$ cat src/rtl/nnacc_pkg.sv
// Shared types and constants for the NN accelerator NICE memory path.
package nnacc_pkg;

   localparam int CNT_WIDTH = 13;
   localparam int PRM_WIDTH = 4;

   localparam logic [1:0] MIF_IDLE   = 2'b00;
   localparam logic [1:0] MIF_RD_RHS = 2'b01;
   localparam logic [1:0] MIF_RD_LHS = 2'b10;
   localparam logic [1:0] MIF_WR     = 2'b11;

   localparam logic [1:0] SEL_SHIFT = 2'b00;
   localparam logic [1:0] SEL_MULTI = 2'b01;
   localparam logic [1:0] SEL_LBIAS = 2'b10;

   typedef enum logic [2:0] {
      PH_IDLE,
      PH_PRM0,
      PH_PRM1,
      PH_PRM2,
      PH_RHS,
      PH_LHS,
      PH_STORE,
      PH_FIN
   } phase_e;

   // First non-empty phase after cur; the three parameter tables share one length.
   function automatic phase_e phase_after(input phase_e cur,
                                          input logic   prm_nz,
                                          input logic   rhs_nz,
                                          input logic   lhs_nz,
                                          input logic   dst_nz);
      phase_e nxt;
      nxt = PH_FIN;
      case (cur)
         PH_IDLE: begin
            if (prm_nz)      nxt = PH_PRM0;
            else if (rhs_nz) nxt = PH_RHS;
            else if (lhs_nz) nxt = PH_LHS;
            else if (dst_nz) nxt = PH_STORE;
         end
         PH_PRM0: nxt = PH_PRM1;
         PH_PRM1: nxt = PH_PRM2;
         PH_PRM2: begin
            if (rhs_nz)      nxt = PH_RHS;
            else if (lhs_nz) nxt = PH_LHS;
            else if (dst_nz) nxt = PH_STORE;
         end
         PH_RHS: begin
            if (lhs_nz)      nxt = PH_LHS;
            else if (dst_nz) nxt = PH_STORE;
         end
         PH_LHS: begin
            if (dst_nz)      nxt = PH_STORE;
         end
         PH_FIN:  nxt = PH_IDLE;
         default: nxt = PH_FIN;
      endcase
      return nxt;
   endfunction

endpackage

$ cat src/rtl/memif_word_cnt.sv
// Word index counter shared by all phases; flags the last word of the current length.
module memif_word_cnt #(
   parameter int CNT_W = 13
) (
   input  logic             nice_clk,
   input  logic             nice_rst,
   input  logic             clr,
   input  logic             inc,
   input  logic [CNT_W-1:0] len,
   output logic [CNT_W-1:0] idx,
   output logic             last
);

   always_ff @(posedge nice_clk or posedge nice_rst) begin
      if (nice_rst)
         idx <= '0;
      else if (clr)
         idx <= '0;
      else if (inc)
         idx <= idx + CNT_W'(1);
   end

   assign last = (idx == len - CNT_W'(1));

endmodule

$ cat src/rtl/memif_seq.sv
// Sequencer that walks the NICE memory interface through param, RHS, LHS and store phases.
module memif_seq
   import nnacc_pkg::*;
#(
   parameter int CNT_W = CNT_WIDTH,
   parameter int PRM_W = PRM_WIDTH
) (
   input  logic             nice_clk,
   input  logic             nice_rst,
   input  logic             start,
   input  logic [PRM_W-1:0] prm_len,
   input  logic [CNT_W-1:0] rhs_len,
   input  logic [CNT_W-1:0] lhs_len,
   input  logic [CNT_W-1:0] dst_len,
   input  logic             cmd_ready,
   input  logic             rsp_valid,
   input  logic             rsp_err,
   input  logic             data_in_rdy,
   input  logic             data_out_acq,
   input  logic             st_vld,
   output logic [1:0]       state,
   output logic [31:0]      bias_addr,
   output logic             buf_wr,
   output logic [1:0]       buf_wr_sel,
   output logic             data_in_acq,
   output logic             data_out_rdy,
   output logic             busy,
   output logic             done,
   output logic             err
);

   phase_e           phase_q, phase_d;
   logic             wait_q, wait_d;
   logic             err_q;
   logic [PRM_W-1:0] prm_q;
   logic [CNT_W-1:0] rhs_q, lhs_q, dst_q;
   logic             latch, err_set, err_clr;
   logic             cnt_clr, cnt_inc, cnt_last;
   logic [CNT_W-1:0] cur_len, idx, addr_w;
   logic             rd_phase;

   always_ff @(posedge nice_clk or posedge nice_rst) begin
      if (nice_rst) begin
         phase_q <= PH_IDLE;
         wait_q  <= 1'b0;
         err_q   <= 1'b0;
         prm_q   <= '0;
         rhs_q   <= '0;
         lhs_q   <= '0;
         dst_q   <= '0;
      end else begin
         phase_q <= phase_d;
         wait_q  <= wait_d;
         if (err_set)
            err_q <= 1'b1;
         else if (err_clr)
            err_q <= 1'b0;
         if (latch) begin
            prm_q <= prm_len;
            rhs_q <= rhs_len;
            lhs_q <= lhs_len;
            dst_q <= dst_len;
         end
      end
   end

   assign rd_phase = (phase_q inside {PH_PRM0, PH_PRM1, PH_PRM2, PH_RHS, PH_LHS});

   // Responses are only taken in WAIT, so at most one read is ever outstanding.
   always_comb begin
      phase_d = phase_q;
      wait_d  = wait_q;
      latch   = 1'b0;
      err_set = 1'b0;
      err_clr = 1'b0;
      cnt_clr = 1'b0;
      cnt_inc = 1'b0;
      case (phase_q)
         PH_IDLE: begin
            if (start) begin
               latch   = 1'b1;
               err_clr = 1'b1;
               cnt_clr = 1'b1;
               wait_d  = 1'b0;
               phase_d = phase_after(PH_IDLE, prm_len != '0, rhs_len != '0,
                                     lhs_len != '0, dst_len != '0);
            end
         end
         PH_PRM0, PH_PRM1, PH_PRM2, PH_RHS, PH_LHS: begin
            if (!wait_q) begin
               if (cmd_ready)
                  wait_d = 1'b1;
            end else if (rsp_valid && rsp_err) begin
               err_set = 1'b1;
               cnt_clr = 1'b1;
               wait_d  = 1'b0;
               phase_d = PH_FIN;
            end else if (data_in_rdy) begin
               wait_d = 1'b0;
               if (cnt_last) begin
                  cnt_clr = 1'b1;
                  phase_d = phase_after(phase_q, prm_q != '0, rhs_q != '0,
                                        lhs_q != '0, dst_q != '0);
               end else begin
                  cnt_inc = 1'b1;
               end
            end
         end
         PH_STORE: begin
            if (data_out_acq) begin
               if (cnt_last) begin
                  cnt_clr = 1'b1;
                  phase_d = PH_FIN;
               end else begin
                  cnt_inc = 1'b1;
               end
            end
         end
         PH_FIN:  phase_d = PH_IDLE;
         default: phase_d = PH_IDLE;
      endcase
   end

   always_comb begin
      cur_len = '0;
      case (phase_q)
         PH_PRM0, PH_PRM1, PH_PRM2: cur_len = {{(CNT_W-PRM_W){1'b0}}, prm_q};
         PH_RHS:                    cur_len = rhs_q;
         PH_LHS:                    cur_len = lhs_q;
         PH_STORE:                  cur_len = dst_q;
         default:                   cur_len = '0;
      endcase
   end

   memif_word_cnt #(.CNT_W(CNT_W)) u_cnt (
      .nice_clk (nice_clk),
      .nice_rst (nice_rst),
      .clr      (cnt_clr),
      .inc      (cnt_inc),
      .len      (cur_len),
      .idx      (idx),
      .last     (cnt_last)
   );

   // Parameter entries are addressed in the top PRM_W bits of the word index.
   always_comb begin
      state      = MIF_IDLE;
      addr_w     = '0;
      buf_wr     = 1'b0;
      buf_wr_sel = SEL_SHIFT;
      case (phase_q)
         PH_PRM0, PH_PRM1, PH_PRM2: begin
            state  = MIF_RD_RHS;
            buf_wr = 1'b1;
            addr_w = {idx[PRM_W-1:0], {(CNT_W-PRM_W){1'b0}}};
            if (phase_q == PH_PRM1)
               buf_wr_sel = SEL_MULTI;
            else if (phase_q == PH_PRM2)
               buf_wr_sel = SEL_LBIAS;
         end
         PH_RHS: begin
            state  = MIF_RD_RHS;
            addr_w = idx;
         end
         PH_LHS: begin
            state  = MIF_RD_LHS;
            addr_w = idx;
         end
         PH_STORE: begin
            state  = MIF_WR;
            addr_w = idx;
         end
         default: begin
            state  = MIF_IDLE;
            addr_w = '0;
         end
      endcase
   end

   assign bias_addr    = {{(32-CNT_W){1'b0}}, addr_w};
   assign data_in_acq  = rd_phase & ~wait_q;
   assign data_out_rdy = (phase_q == PH_STORE) & st_vld;
   assign busy         = (phase_q != PH_IDLE);
   assign done         = (phase_q == PH_FIN);
   assign err          = err_q;

endmodule

$ cat config.mk
export PLATFORM = sky130hd
export DESIGN_NAME = memif_seq
export DESIGN_NICKNAME = d
export VERILOG_FILES = /design/src/rtl/nnacc_pkg.sv /design/src/rtl/memif_word_cnt.sv /design/src/rtl/memif_seq.sv
export SDC_FILE = /design/constraint.sdc
export NUM_CORES = 1
export LEC_CHECK = 0
export ABC_AREA = 1
export BUFFER_PORTS_ARGS = -buffer_cell sky130_fd_sc_hd__buf_2
export CAP_MARGIN = 20
export CORE_MARGIN = 2
export CORE_UTILIZATION = 35
export DETAILED_ROUTE_END_ITERATION = 10
export PLACE_DENSITY_LB_ADDON = 0.25
export SLEW_MARGIN = 25
export SYNTH_ARGS = -nofsm -noshare
export SYNTH_HDL_FRONTEND = slang
export SYNTH_SLANG_ARGS = --single-unit
$ cat constraint.sdc
create_clock -name nice_clk -period 5.5 [get_ports nice_clk]
set_input_delay 0.275 -clock nice_clk [delete_from_list [all_inputs] [get_ports nice_clk]]
set_output_delay 0.275 -clock nice_clk [all_outputs]
set_load 0.02 [all_outputs]
* After elaboration in Yosys (flattened, before gate mapping)
Cells that the tools add are included.
** Operators by class
- Shift-type cells :: 0
- Order comparisons :: 0
- Reductions and logical operators :: 20
- Multiplexer cells :: 50
- Equal/unequal tests :: 14
- Add/sub/neg operators :: 2
- Multipliers :: 0
- Div/mod/pow operators :: 0
- Bitwise operators :: 3
** Operators with widths (count)
- $reduce_bool A13 Y1 :: 6
- $pmux W13 S4 :: 1
- $mux W13 :: 2
- $pmux W13 S2 :: 1
- $mux W1 :: 25
- $mux W3 :: 8
- $pmux W3 S5 :: 1
- $mux W2 :: 7
- $add A13 B1 Y13 const B :: 1
- $eq A13 B13 Y1 :: 1
- $sub A13 B1 Y13 const B :: 1
- $eq A3 B3 Y1 const B :: 4
- $pmux W3 S4 :: 1
- $ne A2 B2 Y1 const B :: 4
- $eq A3 B2 Y1 const B :: 2
- $ne A3 B3 Y1 const B :: 2
- $pmux W2 S3 :: 1
- $reduce_and A6 Y1 :: 1
- $reduce_bool A2 Y1 :: 3
- $reduce_or A3 Y1 :: 2
- $reduce_bool A5 Y1 :: 1
- $reduce_or A5 Y1 :: 1
- $pmux W1 S2 :: 2
- $reduce_bool A4 Y1 :: 1
- 9 further kinds :: 10
** Word-level totals
- Memory bits (read-only) :: 0
- Word-level logic and storage cells :: 97
- Latch bits :: 0
- Bits in writable memories :: 0
- Register bits after elaboration :: 61
- Memories :: 0
- Bits of input ports :: 52
- Output and inout port bits :: 42

* Depth between registers and ports, before layout
Gate-level depths: netlist of the first run.
- Depth after elaboration :: 12
- Mapped depth :: 21
- Depth with buffers taken out :: 20

* Modules after synthesis
A second synthesis of the first run with hierarchy kept.
** Unflattened totals
- Cells, all modules :: 598
- Area, all modules :: 4206.5 µm²
** Modules (own cells, without submodules)
- memif_seq :: cells each 408, area an instance 3047.9 µm², instances 1, sequential area each 1201.2 µm²
- memif_word_cnt :: cells each 190, area an instance 1158.6 µm², instances 1, sequential area each 325.3 µm²

* Worst setup path before layout of the first run
OpenSTA, ideal clock, no wires.
- Kind :: register -> register
- Start point :: register phase_q[0]
- End point :: register u_cnt.idx[10]
- Data arrival time :: 2.259 ns
- Buffers on the path :: 3
- Clock period less this slack :: 2.377 ns
- Stages on the path, launching flop included :: 19
- Data required time :: 5.382 ns
- Setup time :: 0.118 ns
- Path slack :: 3.123 ns
- Cell sequence :: dfrtp_1 -> buf_6 -> inv_4 -> buf_6 -> nand4_2 -> nand2_2 -> nor2_4 -> ha_1 -> xor2_1 -> nand3_1 -> nor2_1 -> nand2_1 -> nor2_1 -> nand2_1 -> nor2_4 -> nand3_4 -> buf_4 -> nand4_1 -> nand2_1
** On the way
- Longest elaborated chain between the ends :: 11
- Elaborated cells between the ends (all ways) :: 26
- Those cells by class :: add/sub: 1; eq/ne: 7; mux: 14; reduce/logical: 4
** Ends and longest elaborated chain
- from (decl) :: RTL line memif_seq.sv:32 : phase_e phase_q, phase_d;
- from (signal assigned) :: RTL line memif_seq.sv:52 : phase_q <= phase_d;
- $eq A3 B1 Y1 / $eq A3 B2 Y1 (equally long branches) :: RTL line memif_seq.sv:78, memif_seq.sv:126
- $reduce_or A3 Y1 :: RTL line memif_seq.sv:126 : case (phase_q)
- $pmux W13 S4 :: RTL line memif_seq.sv:126
- $sub A13 B1 Y13 :: RTL line memif_word_cnt.sv:23 : assign last = (idx == len - CNT_W'(1));
- $eq A13 B13 Y1 :: RTL line memif_word_cnt.sv:23
- $mux W1 :: RTL line memif_seq.sv:100, memif_seq.sv:111
- $mux W1 :: RTL line memif_seq.sv:98 : end else if (data_in_rdy) begin
- $mux W1 :: RTL line memif_seq.sv:93 : end else if (rsp_valid && rsp_err) begin
- $mux W1 :: RTL line memif_seq.sv:90 : if (!wait_q) begin
- $pmux W1 S3 / $pmux W1 S2 (equally long branches) :: RTL line memif_seq.sv:78 : case (phase_q)
- $mux W13 / $reduce_bool A2 Y1 (equally long branches)
- to (signal assigned) :: RTL line memif_word_cnt.sv:20 : idx <= idx + CNT_W'(1);
- to (decl) :: RTL line memif_word_cnt.sv:10 : output logic [CNT_W-1:0] idx,
Parallel ways exist; a longest one is shown, timed or not.
A chain may end at the register's enable or synchronous reset.

* Final worst setup path of the first run
- Start point :: register phase_q[2]
- End point :: register u_cnt.idx[2]
Same word-level chain as after synthesis.

==> results.py, run 1 <==
metrics = {
    "logic_synthesis": {
        "synth_seq_cells": 61,
        "synth.avg_cell_area_um2": 7.08,
        "synthCells": 655,
        "synth_seq_area_share_pct": 32.9,
        "synth_top_area_share_pct": 32.9,
        "yosys-top-cells-area": "dfrtp_1, nand2_1, inv_1, nand4_1, nand3_1",
        "yosys_warnings": 0,
        "syn-cell-area_um2": 4640,
        "yosysUniqueCellTypes": 37,
        "synth.largest_area_cell": "dfrtp_1",
    },
    "power_and_ir_drop": {
        "irDropWorstVdd_v": 0.000314,
        "power.leakage_nw": 2.84,
        "pwr-share-comb_pct": 54.3,
        "cell_internal_pwr_w": 0.00155,
        "p_switching_w": 0.00163,
        "seqPwrFrac_pct": 26.9,
        "clock_power_share_pct": 18.9,
        "switching_share_pct": 51.2,
        "p_per_area_nw_per_um2": 599,
    },
    "setup_path": {
        "cpMostUsedCell": "nand2_1",
        "cp_slowest_cell": "dfrtp_1",
        "arrival_ns": 3.57,
        "required_ns": 5.72,
        "path_max_fanout": 23,
        "r2r-start": "phase_q[2]",
        "cpPeakStageDelay_ns": 0.90,
        "crit_path_end_kind": "register",
        "crit_path_start_kind": "register",
        "crit_path_start": "phase_q[2]",
        "crit_type": "register to register",
        "path_cells": "nand2_1 -> nor2_4 -> nand2_1 -> nand2_1 -> nor2_4 -> ha_1 -> xor2_1 -> nand3_1 -> nor2_1 -> nand2_1 -> nor2_1 -> nand2_1 -> nor2_4 -> nand3_4 -> nand4_1 -> nand2_1",
    },
    "detailed_routing": {
        "vias_per_cell": 4.89,
        "routed_wl_mm": 13.2,
        "final_antenna_net_count": 0,
        "drt-initial-drc-count": 341,
        "first_pass_iters": 6,
        "drc": 0,
        "via_count": 4396,
        "routedWlPerCell_um": 14.7,
    },
    "timing": {
        "layout_setup_ws_ns": 2.15,
        "tightestPinTransition_ns": 0.886,
        "grt_setup_unrepaired": "no",
        "maxSlewHeadroom_pct": 41.0,
        "drv_slew": 0,
        "tns_ns": 0,
        "hold_violations": 0,
        "fmax_ghz": 0.298,
        "finalSetupViolations": 0,
        "period_share_pct": 60.9,
        "fin_skew_ns": 0.0125,
        "finalCriticalPeriod_ns": 3.35,
    },
    "run": {
        "drv_cap": 0,
    },
    "clock_network": {
        "root_buffer": "clkbuf_16",
        "cts_tree": "done",
        "cts-resized-gates": 0,
        "clock_latency_ns": 0.35,
        "numCtsBuffers": 9,
        "cts_setup_buffers": 0,
        "cts.sinks": 61,
        "ctsHtreeMaxLevel": 3,
        "postCtsHoldBufs": 0,
        "clk_pin_slew_ns": 0.06,
        "clk_path_buf_depth": 2,
    },
    "min_path": {
        "hp-start": "dst_len[1]",
        "hold_class": "input pin to register",
    },
    "floorplan": {
        "dieWidth_um": 119,
        "initial_core_util_pct": 35.5,
        "fp.dieH_um": 119,
        "row_count": 42,
        "die_area_um2": 14200,
        "core-area_um2": 13100,
        "pin_count": 94,
    },
    "outcome": {
        "status": "complete, no violations",
    },
    "placed_design": {
        "dp_hpwl_mm": 10.2,
        "dpl_worst_slack_ns": 2.18,
        "gp_congestion": 0.987,
        "port_buffers": 74,
    },
    "global_routing": {
        "grt_overflow_total": 0,
        "gr-usage-all-layers_pct": 19.8,
        "antenna_found_initial": 0,
        "grt_max_degree": 62,
        "grt_pass1_wl_mm": 22.0,
        "grt_pass1_vias": 4201,
    },
    "finish": {
        "syn2layout_area_growth_pct": 14.5,
        "layout-drive-gt1-share_pct": 22.5,
        "layout_common_cells": "nand2_1, buf_2, inv_1",
        "layout.nets": 772,
        "antenna_cells": 0,
        "layout_commonest_cell": "nand2_1",
    },
}
critical path, delay by kind of cell, from the launching register on:
| kind | cells | cell delay, ns |
|---|---|---|
| flip-flops | 1 | 0.90 |
| AND/OR/NAND/NOR | 14 | 1.85 |
| XOR/XNOR | 1 | 0.15 |
| adder cells (fa/ha/maj) | 1 | 0.31 |
final cells by class:
type                       count  area, um^2
fill                        1364        7770
multi-input combinational    495        2580
sequential                    61        1530
timing repair buffer          77         393
inverter                      74         283
clock buffer                  10         239
tap                          176         220
clock inverter                 6        70.1
synth_stat cells (all sizes together):
cell type / instances
a21oi: 6
a31oi: 1
a41oi: 1
buf: 35
clkbuf: 8
conb: 1
dfrtp: 61
ha: 2
inv: 74
nand2: 220
nand3: 55
nand3b: 2
nand4: 41
nor2: 63
nor3: 13
nor4: 13
o211ai: 1
o21ai: 35
o21bai: 1
o22ai: 5
xor2: 17
logic make-up after synthesis:
group	after synthesis	share of synthesized area [%]
AOI/OAI and AO/OA	50	5.83
xor gates and xnor gates	17	3.21
adders and majority gates	2	0.539
buffers and inverters	117	12.9
DFF	61	32.9
other	1	0.0808
and+or+nand+nor	407	44.5
routing by layer:
layer  vias up  global-route usage (%)  wire (um)
met5         -                       0          0
met2       131                    31.8       6210
li1       2225                       -          -
met3        27                    3.83        551
met4         0                    8.11        352
met1      2013                    26.1       6100
flip-flops by register name (all words and copies together) (netlist names):
signal	flops
prm_q	4
err	1
lhs_q	13
rhs_q	13
dst_q	13
u_cnt.idx	13
phase_q	3
wait_q	1
final timing paths:
kind | slack (ns) | endpoint | depth (start not counted)
setup / recovery | 2.15 | u_cnt.idx[2] | 16
hold / removal | 0.14 | dst_q[1] | 3
setup reg to reg | 2.15 | u_cnt.idx[2] | 16
hold reg to reg | 0.47 | err | 2
max in group asynchronous | 4.81 | dst_q[10] | 3
min in group asynchronous | 0.16 | u_cnt.idx[4] | 3
power groups by stage:
| stage | registers (W) | clock network (W) | logic, W |
|---|---|---|---|
| final | 0.000854 | 0.000601 | 0.00173 |
| after global routing | 0.000883 | 0.000633 | 0.00196 |
| after CTS | 0.000851 | 0.000614 | 0.00174 |
| after detailed placement | 0.000856 | 0 | 0.00173 |
| after global placement | 0.000856 | 0 | 0.00170 |
| after floorplan | 0.000732 | 0 | 0.00151 |
through the flow:
step	instance area, um^2	power, W	utilization, %	instances	hold WS [ns]
floorplan	4710	0.00224	-	673	0.385
global placement	5000	0.00255	38.2	883	0.470
detailed placement	5000	0.00259	38.2	883	0.473
CTS	5310	0.00320	40.6	899	0.131
global route	5310	0.00348	40.6	899	0.149
finish	5310	0.00318	40.6	899	0.138
No activity file was read; power rests on OpenSTA's default activity.
==> inputs of run 2 (changes only) <==
Settings changed: ABC_AREA 1 to 0.
Clock period 5.5 ns to 2.96 ns, I/O delays scaled along.
==> run 2 against run 1 <==
  * The run now ends with design-rule violations, negative setup slack left
  * Setup slack got worse by 2.7 ns
  * Largest power group unchanged
  * Highest routed layer unchanged
  * Maximum frequency is 4.8% lower
  * Power is 100% higher
==> results.py, run 2 <==
metrics = {
    "detailed_routing": {
        "final_antenna_net_count": 0,
        "dr_wl_met2_mm": 6.52,
        "first_pass_iters": 8,
        "highest_layer": "met4",
        "vias_per_cell": 5.28,
        "routed_wl_mm": 13.7,
        "drt-initial-drc-count": 328,
        "dr_wl_met3_um": 513,
        "drc": 5,
        "wl_met1_mm": 6.25,
        "via_count": 4385,
        "routedWlPerCell_um": 16.5,
    },
    "timing": {
        "finalCriticalPeriod_ns": 3.52,
        "finalSetupViolations": 16,
        "hold_violations": 0,
        "fmax_ghz": 0.284,
        "tns_ns": -7.39,
        "tightestPinTransition_ns": 1.02,
        "maxSlewHeadroom_pct": 31.5,
        "fin_hold_ws_ns": 0.00893,
        "layout_setup_ws_ns": -0.558,
        "drv_slew": 0,
        "fin_skew_ns": 0.00799,
        "period_share_pct": 119,
        "grt_setup_unrepaired": "yes",
    },
    "floorplan": {
        "dieWidth_um": 113,
        "core-area_um2": 11500,
        "fp.dieH_um": 113,
        "row_count": 39,
        "die_area_um2": 12800,
        "initial_core_util_pct": 36.2,
        "pin_count": 94,
    },
    "setup_path": {
        "crit_path_start_kind": "register",
        "crit_type": "register to register",
        "arrival_ns": 3.75,
        "path_max_fanout": 6,
        "crit_path_end_kind": "register",
        "required_ns": 3.19,
    },
    "finish": {
        "postLayoutCellArea_um2": 5860,
        "fill_cells": 1131,
        "multi_input_area_um2": 2580,
        "layout_common_cells": "nand2_1, buf_4, buf_2",
        "seq_area_um2": 1530,
        "layout-drive-gt1-share_pct": 34.8,
        "layout.nets": 736,
        "syn2layout_area_growth_pct": 40.6,
        "antenna_cells": 0,
        "layout_commonest_cell": "nand2_1",
    },
    "global_routing": {
        "gr-usage-all-layers_pct": 21.2,
        "grt_pass1_vias": 4202,
        "grt_max_degree": 47,
        "grt_overflow_total": 0,
        "antenna_found_initial": 0,
        "grt_pass1_wl_mm": 21.0,
    },
    "outcome": {
        "violations": "design-rule violations, negative setup slack",
        "status": "finished, violations left",
    },
    "clock_network": {
        "clock_latency_ns": 0.35,
        "root_buffer": "clkbuf_16",
        "clk_pin_slew_ns": 0.06,
        "cts.sinks": 61,
        "ctsHtreeMaxLevel": 3,
        "clk_path_buf_depth": 2,
        "cts_tree": "done",
        "numCtsBuffers": 9,
    },
    "power_and_ir_drop": {
        "power_w": 0.00642,
        "cell_internal_pwr_w": 0.00377,
        "switching_share_pct": 41.3,
        "pwr-share-comb_pct": 58.5,
        "clock_power_share_pct": 18.5,
        "seqPwrFrac_pct": 23.0,
        "irDropWorstVdd_v": 0.000516,
        "power.leakage_nw": 2.92,
        "p_switching_w": 0.00265,
        "p_per_area_nw_per_um2": 1100,
    },
    "logic_synthesis": {
        "async_flop_share_pct": 100,
        "yosys_warnings": 0,
        "synth.largest_area_cell": "dfrtp_1",
        "synth_seq_area_share_pct": 36.6,
        "yosys-top-cells-area": "dfrtp_1, nand2_1, buf_4, a21oi_1, mux2i_1",
        "synth.avg_cell_area_um2": 8.00,
        "synth_common_cells": "nand2_1, dfrtp_1, a21oi_1",
        "synth_top_area_share_pct": 36.6,
        "syn-cell-area_um2": 4170,
        "synth_ff_type": "dfrtp_1",
        "yosysMostFrequentCell": "nand2_1",
        "yosysUniqueCellTypes": 68,
        "synth-edff-count": 0,
        "synth_seq_cells": 61,
        "synthCells": 521,
    },
    "placed_design": {
        "gp_congestion": 0.974,
        "dp_hpwl_mm": 10.3,
        "port_buffers": 74,
        "dpl_cell_area_um2": 5230,
        "dpl_worst_slack_ns": -0.661,
    },
    "run": {
        "drv_cap": 0,
    },
    "min_path": {
        "hold_class": "input pin to register",
    },
}
==> run 2: cell count changes after synthesis, sizes merged, moves of 18 or more <==
cell   previous run  this run
nand4            41         8
a21oi             6        24
inv              74         9
nand2           220       152
nand3            55        15
nor2             63        17
==> run 2: routing by layer <==
layer | GRT usage (%) | vias to the layer above
met3 | 4.12 | 29
met5 | 0 | -
li1 | - | 2135
met2 | 34.7 | 124
met4 | 9.27 | 0
met1 | 27.2 | 2097
==> run 2: path summary, 6_finish.rpt <==
| check | from | end | slack [ns] | depth (start not counted) |
|---|---|---|---|---|
| worst min register to register | err | err | 0.52 | 1 |
| worst max-delay path | phase_q[1] | phase_q[0] | -0.56 | 12 |
| max in group asynchronous | nice_rst | phase_q[1] | 1.70 | 4 |
| min in group asynchronous | nice_rst | wait_q | 0.33 | 3 |
| worst min-delay path | lhs_len[9] | lhs_q[9] | 0.009 | 3 |
| worst max register to register | phase_q[1] | phase_q[0] | -0.56 | 12 |
==> run 2: critical path: stages (launching register included) <==
cell and delay, ns:
dfrtp_2 0.45, o21ba_4 0.21, a32o_2 0.22, a21oi_2 0.13
ha_2 0.20, and3_4 0.18, nand2_2 0.06, or4_4 0.49
a2111oi_4 0.32, nand2_1 0.10, or4b_4 0.55, a21boi_4 0.17
mux2_4 0.31
==> run 2: area by class of cell <==
cell class / instances / share of cell area (%)
Clock buffer: 11 / 4.31
Multi-Input combinational cell: 423 / 44.0
Sequential cell: 61 / 26.1
Timing Repair Buffer: 178 / 20.6
Clock inverter: 5 / 1.41
Inverter: 9 / 0.576
Tap cell: 143 / 3.05
==> run 2: power groups by stage <==
stage	clock network, W	logic [W]	registers [W]
2_1_floorplan	0	0.00201	0.00136
3_3_place_gp	0	0.00332	0.00148
3_5_place_dp	0	0.00338	0.00147
4_1_cts	0.00121	0.00352	0.00147
5_1_grt	0.00123	0.00408	0.00152
6_report	0.00119	0.00376	0.00148
==> run 2: cells by family (layout without fill, tap and decap cells) <==
kind of cell	count (synthesis)	after routing	share of synthesized area [%]
AOI/OAI and AO/OA	101	101	17.1
xor gates and xnor gates	15	15	3.51
adders and majority gates	2	2	0.600
buffers and inverters	56	203	7.68
DFF	61	61	36.6
muxes	15	15	3.72
other	1	19	0.0899
and+or+nand+nor	270	271	30.7
==> run 2: per-stage QoR <==
step	utilization [%]	std cells
3_5_place_dp	45.4	801
4_1_cts	49.5	827
3_3_place_gp	45.4	801
5_1_grt	50.9	830
2_1_floorplan	-	539
6_report	50.9	830
==> run 2: what timing repair did <==
| action | in CTS | in global routing |
|---|---|---|
| cloned | 0 | 2 |
| pin swaps | 4 | 15 |
| setup endpoints to repair | 16 | 16 |
| resized for setup | 13 | 28 |
| endpoints found under the hold margin | 19 | 0 |
| setup buffers | 5 | 3 |
| hold buffers | 5 | 0 |
==> inputs of run 3 (changes only) <==
==> constraint.sdc (replaced) <==
create_clock -name nice_clk -period 2.96 [get_ports nice_clk]
set_input_delay 0.296 -clock nice_clk [delete_from_list [all_inputs] [get_ports nice_clk]]
set_output_delay 0.296 -clock nice_clk [all_outputs]
set_load 0.02 [all_outputs]
==> run 3 against run 2 <==
  * The run still ends with design-rule violations, negative setup slack left
  * Critical endpoint unchanged
  * Sequential power barely moved
  * Flip-flop and latch count unchanged
  * Sequential share of layout area increased by 0.094 points
  * Cell count is 0.24% lower
  * Highest routed layer unchanged
==> results.py, run 3 (synthesis results as in run 2) <==
metrics = {
    "timing": {
        "hold_violations": 0,
        "finalSetupViolations": 16,
        "tightestPinTransition_ns": 0.728,
        "fmax_ghz": 0.277,
        "tns_ns": -9.15,
        "maxSlewHeadroom_pct": 51.5,
        "period_share_pct": 122,
        "drv_slew": 0,
        "fin_skew_ns": 0.0140,
        "finalCriticalPeriod_ns": 3.61,
        "grt_setup_unrepaired": "yes",
        "layout_setup_ws_ns": -0.646,
    },
    "setup_path": {
        "crit_type": "register to register",
        "critical-path-top-delay-family": "simple AND/OR/NAND/NOR gates",
        "path_cells": "buf_6 -> mux2i_1 -> o21ai_1 -> a22oi_2 -> ha_4 -> and3_4 -> nand2_2 -> or4_4 -> a2111oi_4 -> nand2_1 -> or4b_4 -> a21boi_4 -> mux2_4",
        "cpPeakStageDelay_ns": 0.57,
        "path_max_fanout": 5,
        "crit_path_start_kind": "register",
        "required_ns": 3.18,
        "arrival_ns": 3.83,
        "cp_slowest_cell": "or4b_4",
        "worstPathBufferInverterCount": 1,
        "crit_path_end_kind": "register",
        "rrSetupSlack_ns": -0.65,
    },
    "finish": {
        "syn2layout_area_growth_pct": 40.2,
        "antenna_cells": 0,
        "fin_util_pct": 50.8,
        "layout_commonest_cell": "nand2_1",
        "fin_cells": 828,
        "layout-drive-gt1-share_pct": 35.6,
        "layout_common_cells": "nand2_1, buf_4, buf_2",
        "layout.nets": 734,
    },
    "clock_network": {
        "root_buffer": "clkbuf_16",
        "cts_tree": "done",
        "cts.sinks": 61,
        "clock_latency_ns": 0.34,
        "numCtsBuffers": 9,
        "clk_path_buf_depth": 2,
        "ctsHtreeMaxLevel": 3,
        "clk_pin_slew_ns": 0.06,
    },
    "detailed_routing": {
        "drc": 5,
        "routedWlPerCell_um": 16.6,
        "final_antenna_net_count": 0,
        "vias_per_cell": 5.33,
        "routed_wl_mm": 13.7,
        "first_pass_iters": 8,
        "drt-initial-drc-count": 336,
        "via_count": 4414,
    },
    "placed_design": {
        "port_buffers": 74,
        "place_inst": 797,
        "dp_hpwl_mm": 10.4,
        "gp_congestion": 0.934,
    },
    "floorplan": {
        "initial_core_util_pct": 36.2,
        "dieWidth_um": 113,
        "die_area_um2": 12800,
        "core-area_um2": 11500,
        "pin_count": 94,
        "row_count": 39,
        "fp.dieH_um": 113,
    },
    "power_and_ir_drop": {
        "power.leakage_nw": 2.87,
        "p_per_area_nw_per_um2": 1090,
        "irDropWorstVdd_v": 0.000436,
    },
    "run": {
        "drv_cap": 0,
    },
    "outcome": {
        "status": "finished, violations left",
        "violations": "design-rule violations, negative setup slack",
    },
    "global_routing": {
        "grt_max_degree": 45,
        "grt_overflow_total": 0,
        "grt_pass1_vias": 4305,
        "antenna_found_initial": 0,
        "grt_pass1_wl_mm": 22.0,
        "gr-usage-all-layers_pct": 21.8,
    },
    "min_path": {
        "hold_class": "input pin to register",
    },
}
==> run 3: timing repair <==
| action | 4_1_cts | 5_1_grt |
|---|---|---|
| buffers inserted | 10 | 3 |
| resized for setup | 34 | 20 |
| pin swaps | 4 | 3 |
| endpoints found under the setup margin | 16 | 16 |
| hold buffers | 1 | 0 |
| hold endpoints to repair | 17 | 0 |
| cloned | 1 | 0 |
==> run 3: per-layer routing <==
metal	global-route usage [%]	vias to the layer above	part of all wire (%)
met5	0	-	0
met4	7.56	0	2.5
met3	4.50	29	5.2
met2	35.8	130	48
met1	28.7	2128	44
li1	-	2127	-
==> run 3: final timing paths <==
path / from / cells after the start / end
max in group asynchronous: nice_rst / 4 / u_cnt.idx[6]
worst min-delay path: dst_len[5] / 3 / dst_q[5]
worst max-delay path: phase_q[1] / 13 / phase_q[0]
min in group asynchronous: nice_rst / 3 / lhs_q[3]
worst min register to register: err / 1 / err
worst max register to register: phase_q[1] / 13 / phase_q[0]
==> run 3: report_power, final <==
group	leakage (nW)	switching [W]	internal [W]
Combinational	1.97	0.00197	0.00192
Clock	0.128	0.000402	0.000568
Sequential	0.774	0.000320	0.00116
Total	2.87	0.00269	0.00365
==> run 3: area by class of cell <==
cell class	count	area [um^2]
fillers	1125	5670
multi-input cells	422	2590
flip-flops and latches	61	1530
repair buffers	177	1240
clock buffers	9	225
well taps	143	179
clock inverters	7	50.0
inverters	9	33.8
==> run 3: per-stage QoR <==
step	worst slack (ns)	hold slack [ns]	instance area, um^2	total power (W)
CTS	-0.556	0.156	5730	0.00618
detailed placement	-0.611	0.319	5200	0.00480
floorplan	-0.697	0.401	4250	0.00337
finish	-0.646	0.165	5850	0.00634
global placement	-0.565	0.312	5200	0.00474
global route	-0.746	0.168	5850	0.00678
==> run 3: tightest hold or removal path, cell delays in order <==
cell	delay (ns)
buf_2	0.08
nand2_1	0.04
nand2_1	0.04
